[config.mk]
export PLATFORM = sky130hd
export DESIGN_NAME = router_arbiter
export DESIGN_NICKNAME = d
export VERILOG_FILES = /design/src/rtl/router_arbiter.sv
export SDC_FILE = /design/constraint.sdc
export NUM_CORES = 1
export LEC_CHECK = 0
export CAP_MARGIN = 20
export CORE_ASPECT_RATIO = 1.2
export CORE_MARGIN = 3
export CORE_UTILIZATION = 40
export DETAILED_ROUTE_END_ITERATION = 16
export PLACE_DENSITY = 0.64
export REMOVE_ABC_BUFFERS = 1
export SETUP_SLACK_MARGIN = 0.15
export SYNTH_ARGS = -nofsm -noshare
export SYNTH_HDL_FRONTEND = slang
export SYNTH_SLANG_ARGS = --single-unit
[constraint.sdc]
create_clock -name clk -period 2.26 [get_ports clk]
set_clock_uncertainty 0.15 [all_clocks]
set_input_delay 0.452 -clock clk [delete_from_list [all_inputs] [get_ports clk]]
set_output_delay 0.452 -clock clk [all_outputs]
set_load 0.1 [all_outputs]
[src/rtl/router_arbiter.sv]
// rtl/router_arbiter.sv - round-robin arbiter driving the 4x4 router crossbar selects
module router_arbiter #(
    parameter int unsigned HOLD_CYCLES = 4
) (
    input  logic       clk,
    input  logic       reset,
    input  logic [3:0] req,
    input  logic [7:0] dest,
    output logic [3:0] grant,
    output logic [1:0] sender,
    output logic [1:0] receiver,
    output logic       active,
    output logic       done
);

    localparam logic [7:0] HOLD = HOLD_CYCLES[7:0];

    typedef enum logic [1:0] {
        IDLE  = 2'd0,
        GRANT = 2'd1,
        GAP   = 2'd2
    } state_t;

    state_t     state_q, state_d;
    logic [3:0] grant_q, grant_d;
    logic [1:0] sender_q, sender_d;
    logic [1:0] receiver_q, receiver_d;
    logic       active_q, active_d;
    logic       done_q, done_d;
    logic [7:0] cnt_q, cnt_d;
    logic [1:0] last_q, last_d;

    logic [1:0] winner;
    logic       found;
    logic [1:0] idx;
    logic [1:0] dest_sel;

    // Scan starts just after the last-released requester and ends on it.
    always_comb begin
        winner = 2'd0;
        found  = 1'b0;
        idx    = 2'd0;
        for (int k = 1; k <= 4; k++) begin
            idx = last_q + k[1:0];
            if (!found && req[idx]) begin
                winner = idx;
                found  = 1'b1;
            end
        end
    end

    always_comb begin
        dest_sel = 2'd0;
        case (winner)
            2'd0: dest_sel = dest[1:0];
            2'd1: dest_sel = dest[3:2];
            2'd2: dest_sel = dest[5:4];
            2'd3: dest_sel = dest[7:6];
            default: dest_sel = 2'd0;
        endcase
    end

    always_comb begin
        state_d    = state_q;
        grant_d    = grant_q;
        sender_d   = sender_q;
        receiver_d = receiver_q;
        done_d     = 1'b0;
        cnt_d      = cnt_q;
        last_d     = last_q;
        case (state_q)
            IDLE: begin
                if (found) begin
                    grant_d    = 4'b0001 << winner;
                    sender_d   = winner;
                    receiver_d = dest_sel;
                    cnt_d      = 8'd1;
                    state_d    = GRANT;
                end
            end
            GRANT: begin
                if (!req[sender_q] || cnt_q >= HOLD) begin
                    grant_d = 4'b0000;
                    done_d  = 1'b1;
                    last_d  = sender_q;
                    state_d = GAP;
                end else begin
                    cnt_d = cnt_q + 8'd1;
                end
            end
            GAP: begin
                state_d = IDLE;
            end
            default: begin
                grant_d = 4'b0000;
                state_d = IDLE;
            end
        endcase
        active_d = |grant_d;
    end

    always_ff @(posedge clk) begin
        if (reset) begin
            state_q    <= IDLE;
            grant_q    <= 4'b0000;
            sender_q   <= 2'd0;
            receiver_q <= 2'd0;
            active_q   <= 1'b0;
            done_q     <= 1'b0;
            cnt_q      <= 8'd0;
            last_q     <= 2'd3;
        end else begin
            state_q    <= state_d;
            grant_q    <= grant_d;
            sender_q   <= sender_d;
            receiver_q <= receiver_d;
            active_q   <= active_d;
            done_q     <= done_d;
            cnt_q      <= cnt_d;
            last_q     <= last_d;
        end
    end

    assign grant    = grant_q;
    assign sender   = sender_q;
    assign receiver = receiver_q;
    assign active   = active_q;
    assign done     = done_q;

endmodule
==> impl_metrics.ini, run 1 <==
[status]
status = complete, no violations

[clocking]
cts.root.buffer_cell = clkbuf_4
cts.sinks = 22
clk_pin_slew_ns = 0.12
htreeDepth = 1
cts_buffer_depth = 2
numCtsBuffers = 3
cts_tree = built
cts_setup_buffers = 0
clk_latency_ns = 0.31

[yosys]
ys_warn_count = 0
synth.avg_cell_area_um2 = 10.0
synth_top_area_share_pct = 44.5
synth_area_leaders = dfxtp_1 45%, mux2i_1 9.1%, and2_1 3.2%, a21oi_1 3.0%, nor2_1 3.0%
netlist_area_um2 = 990
ys_seq_area_share_pct = 44.5
syn_inst = 99
ys_ff_latch = 22
synth_top_area_cell = dfxtp_1
yosysUniqueCellTypes = 31
synth_ff_type = dfxtp_1
async_flop_share_pct = 0
synth_edf_count = 0

[sta]
post-route-period-util_pct = 87.4
fmax_mhz = 506
rsz0062_at_grt = no
setup-violations-final = 0
tightest_slew_ns = 0.380
period_minus_slack_ns = 1.98
hold_viol_final = 0
fin_tns_setup_ns = 0
relSlewSlack_pct = 74.5
finalMaxSlewViolations = 0

[global_route]
grt_pass1_wl_um = 3630
antenna_found_initial = 0
grt_max_degree = 13
grt_usage_pct = 15.7
grt_pass1_vias = 829
gr-total-overflow = 0

[critical_path]
critPathCaptureType = flip-flop
arrival_ns = 2.05
r2r-start = sender[0]$_SDFFE_PP0P_
r2r_slack_ns = 0.45
rr_endpoint = grant[2]$_SDFF_PP0_
cp.required_ns = 2.33
worst-path-max-fanout = 5
critPathKind = input pin to flip-flop
start_kind = input pin
r2r_cells = 5

[floorplanning]
num_rows = 19
ioPinCount = 24
die_h_um = 60.5
die_x_um = 51.4
dieArea_um2 = 3110
initial_core_util_pct = 42.5
core_um2 = 2330

[detailed_routing]
wirelength_um = 2090
wl_per_cell_um = 12.8
drtIter0Drc = 21
vias = 837
ant_nets = 0
firstDrtPassIters = 3
drc = 0
viasPerCell = 5.10

[power]
power.leakage_uw = 0.000602
peakVddDrop_mv = 0.541
p_per_area_nw_per_um2 = 829
p_total_uw = 1100

[flow_run]
maxCapViolations = 0

[placement]
io_buffers = 23
place_inst = 160
dp_hpwl_um = 1680
gp_congestion = 0.766

[worst_hold_path]
holdCritPathClass = flip-flop to flip-flop
hold_end = cnt_q[6]$_SDFFE_PP0P_
hold_depth = 1
worstHoldStart = cnt_q[6]$_SDFFE_PP0P_

[cells_and_area]
layout_common_cells = 22 x dfxtp_1, 20 x buf_4, 13 x clkdlybuf4s50_1
final_cell_count_no_fill = 164
fillerInstances = 254
n_antenna_cell = 0
nNetsFinal = 150
area_growth_pct = 34.6
layout_commonest_cell = dfxtp_1
final_layout_size_suffix_gt1_share_pct = 25.6
==> worst max-delay path: stages <==
cell             delay [ns]
clkdlybuf4s50_1        0.47
mux4_2                 0.51
nand3_2                0.13
nor2_2                 0.05
o21a_2                 0.23
a2bb2o_4               0.21
==> metrics by stage <==
stage / util (%) / cell area [um^2] / hold slack, ns / setup slack (ns)
finish: 57.2 / 1330 / 0.328 / 0.284
CTS: 57.1 / 1330 / 0.334 / 0.290
global placement: 55.5 / 1290 / 0.294 / -0.0385
global route: 57.2 / 1330 / 0.346 / 0.149
floorplan: - / 975 / 0.281 / -0.180
detailed placement: 55.5 / 1290 / 0.304 / -0.0595
==> worst max-delay path by stage <==
stage | startpoint | end
finish | req[3] | grant[2]$_SDFF_PP0_
global placement | req[3] | grant[2]$_SDFF_PP0_
detailed placement | req[3] | grant[2]$_SDFF_PP0_
CTS | req[3] | cnt_q[0]$_SDFFE_PP0P_
global route | req[3] | receiver[0]$_SDFFE_PP0P_
floorplan | sender[0]$_SDFFE_PP0P_ | grant[2]$_SDFF_PP0_
==> per-layer routing <==
metal  track usage, %  wire length (um)  up-vias  part of all wire, %
met5                0                 0        -                    0
met4             10.1                53        0                  2.5
met3             2.21                92        5                  4.4
met2             26.0              1050       20                   50
met1             19.2               897      392                   43
li1                 -                 -      420                    -
==> flip-flops by register name, summed over array words and instances, names as in the netlist <==
name and count:
grant 4, sender 2, state_q 2, done 1
last_q 2, receiver 2, active 1, cnt_q 8
==> cell type report <==
type	count	area [um^2]	share of cell area, %
Inverter	5	18.8	1.41
Timing Repair Buffer	33	280	21.0
Clock buffer	4	36.3	2.72
Tap cell	31	38.8	2.91
Multi-Input combinational cell	69	518	38.9
Sequential cell	22	440	33.1
==> synthesized netlist by cell type, types with 3 or more instances <==
master	instances
nand3b_1	3
nor4_1	3
o2bb2ai_1	3
nand2b_1	4
mux2i_1	9
dfxtp_1	22
a21oi_1	6
nand2_1	4
and2_1	5
inv_1	5
nor2_1	8
==> cells by family (layout without fill, tap and decap cells) <==
family	count (synthesis)	after routing	share of synthesized area, %
adders and majority gates	2	2	2.53
and+or+nand+nor	37	37	21.0
muxes	11	11	12.9
buffers and inverters	8	42	3.41
DFF	22	22	44.5
AOI/OAI and AO/OA	19	19	15.7
==> repair_timing <==
action                                 CTS  global route
gates resized for setup                  0             1
hold buffers                             0             0
setup endpoints to repair                0             1
endpoints found under the hold margin    0             0
==> report_power, final <==
group / switching [uW] / leakage (uW) / internal, uW / total (uW)
registers: 36.3 / 0.000180 / 424 / 461
logic: 273 / 0.000401 / 152 / 425
clock network: 121 / 0.0000210 / 98.5 / 219
Note: power is estimated with default switching activity, not from simulation.
==> inputs of run 2 (changes only) <==
- CORE_UTILIZATION: 40 -> 30
- PLACE_DENSITY: 0.64 -> 0.5
==> run 2 against run 1 <==
Net effect: combinational power is essentially flat; sequential power hardly changed; worst hold slack better by 0.00054 ns; register-to-register slack worse by 0.04 ns; cell count increased by 1.8%; flip-flop and latch count unchanged; power up 8.2%; non-clock buffer count shrank 2; via count decreased by 2.2%; clock power increased by 42%; first-iteration DRC count shrank 62%; count of clock-buffer cells in the layout is 1 lower; critical path type unchanged; largest cell class unchanged.
==> impl_metrics.ini, run 2 (same netlist as run 1, synthesis figures left out) <==
[status]
status = complete, no violations

[detailed_routing]
ant_nets = 0
firstDrtPassIters = 4
drtIter0Drc = 8
viasPerCell = 4.90
vias = 819
wirelength_um = 2200
wl_per_cell_um = 13.2
drc = 0

[placement]
dpl_cell_area_um2 = 1280
place_inst = 163
io_buffers = 23
dp_hpwl_um = 1720
gp_congestion = 0.819
place_ws_ns = -0.0651

[floorplanning]
ioPinCount = 24
dieArea_um2 = 4030
initial_core_util_pct = 31.8
num_rows = 22
core_um2 = 3110
die_h_um = 68.9
die_x_um = 58.4

[critical_path]
max_stage_delay_ns = 0.50
crit_slowest_cell = mux4_2
cp.required_ns = 2.35
r2r_slack_ns = 0.41
start_kind = input pin
critPathKind = input pin to flip-flop
worst-path-max-fanout = 5
critPathCaptureType = flip-flop
arrival_ns = 2.09
path_cells = clkdlybuf4s50_1 > mux4_2 > nand3_2 > nor2_2 > mux2_4 > a221oi_2

[cells_and_area]
multiInputGateArea_um2 = 515
layout_commonest_cell = dfxtp_1
largest_reg_flops = 8
layout_common_cells = 22 x dfxtp_1, 18 x buf_4, 13 x clkdlybuf4s50_1
final_layout_size_suffix_gt1_share_pct = 23.7
finalInstanceArea_um2 = 1340
nNetsFinal = 148
final_cell_count_no_fill = 167
fillerInstances = 326
largest-register = cnt_q
n_antenna_cell = 0
area_growth_pct = 35.1
regArea_um2 = 440

[sta]
rsz0062_at_grt = no
post-route-period-util_pct = 88.5
fmax_mhz = 500
finalMaxSlewViolations = 0
period_minus_slack_ns = 2.00
hold_viol_final = 0
relSlewSlack_pct = 76.7
tightest_slew_ns = 0.347
setup_slack_ns = 0.260
setup-violations-final = 0
fin_tns_setup_ns = 0

[global_route]
antenna_found_initial = 0
grt_pass1_vias = 830
grt_usage_pct = 11.7
gr-total-overflow = 0
grt_pass1_wl_um = 3630
grt_max_degree = 14

[flow_run]
maxCapViolations = 0

[clocking]
cts_tree = built
cts_setup_buffers = 0
cts.sinks = 22
numCtsBuffers = 3
hold_buffers = 0
cts.repair.resized = 0
clk_latency_ns = 0.31
cts_buffer_depth = 2
htreeDepth = 1
cts.root.buffer_cell = clkbuf_4
clk_pin_slew_ns = 0.14

[worst_hold_path]
holdCritPathClass = flip-flop to flip-flop

[power]
peakVddDrop_mv = 0.345
p_per_area_nw_per_um2 = 893
power.leakage_uw = 0.000599
run 2: cell type report:
cell class	count	share of cell area, %
Clock buffer	3	1.68
Tap cell	36	3.37
Inverter	5	1.40
Sequential cell	22	32.9
Clock inverter	1	2.25
Multi-Input combinational cell	69	38.5
Timing Repair Buffer	31	19.8
run 2: routing by layer:
layer  track usage, %  wire, um
met1             14.0      1060
met2             20.8      1070
met3             2.42        73
met4             3.48         0
met5                0         0
run 2: path summary, 6_finish.rpt:
path / from / end / cells past startpoint
hold / removal: cnt_q[6]$_SDFFE_PP0P_ / cnt_q[6]$_SDFFE_PP0P_ / 1
hold reg to reg: cnt_q[6]$_SDFFE_PP0P_ / cnt_q[6]$_SDFFE_PP0P_ / 1
setup reg to reg: sender[0]$_SDFFE_PP0P_ / cnt_q[0]$_SDFFE_PP0P_ / 5
setup / recovery: req[0] / cnt_q[0]$_SDFFE_PP0P_ / 6
run 2: report_power, final:
group	switching (uW)	internal, uW
registers	36.2	424
clock network	130	179
logic	275	150
total	442	753
run 2: per-stage QoR:
| step | utilization, % | power (uW) | hold WS (ns) |
|---|---|---|---|
| finish | 43.0 | 1190 | 0.328 |
| global route | 43.0 | 1250 | 0.354 |
| CTS | 43.0 | 1200 | 0.329 |
| detailed placement | 41.3 | 896 | 0.295 |
| global placement | 41.3 | 892 | 0.295 |
| floorplan | - | 769 | 0.281 |
run 2: worst max-delay path, delay by kind of cell:
family | cells | cell delay, ns
AOI/OAI and AO/OA | 1 | 0.21
and+or+nand+nor | 2 | 0.18
muxes | 2 | 0.76
buffers and inverters | 1 | 0.48
==> inputs of run 3 (changes only) <==
- ABC_AREA: unset -> 0
==> results of run 3 <==
Same layout as run 2: the final DEF is identical, and so are final timing and power.
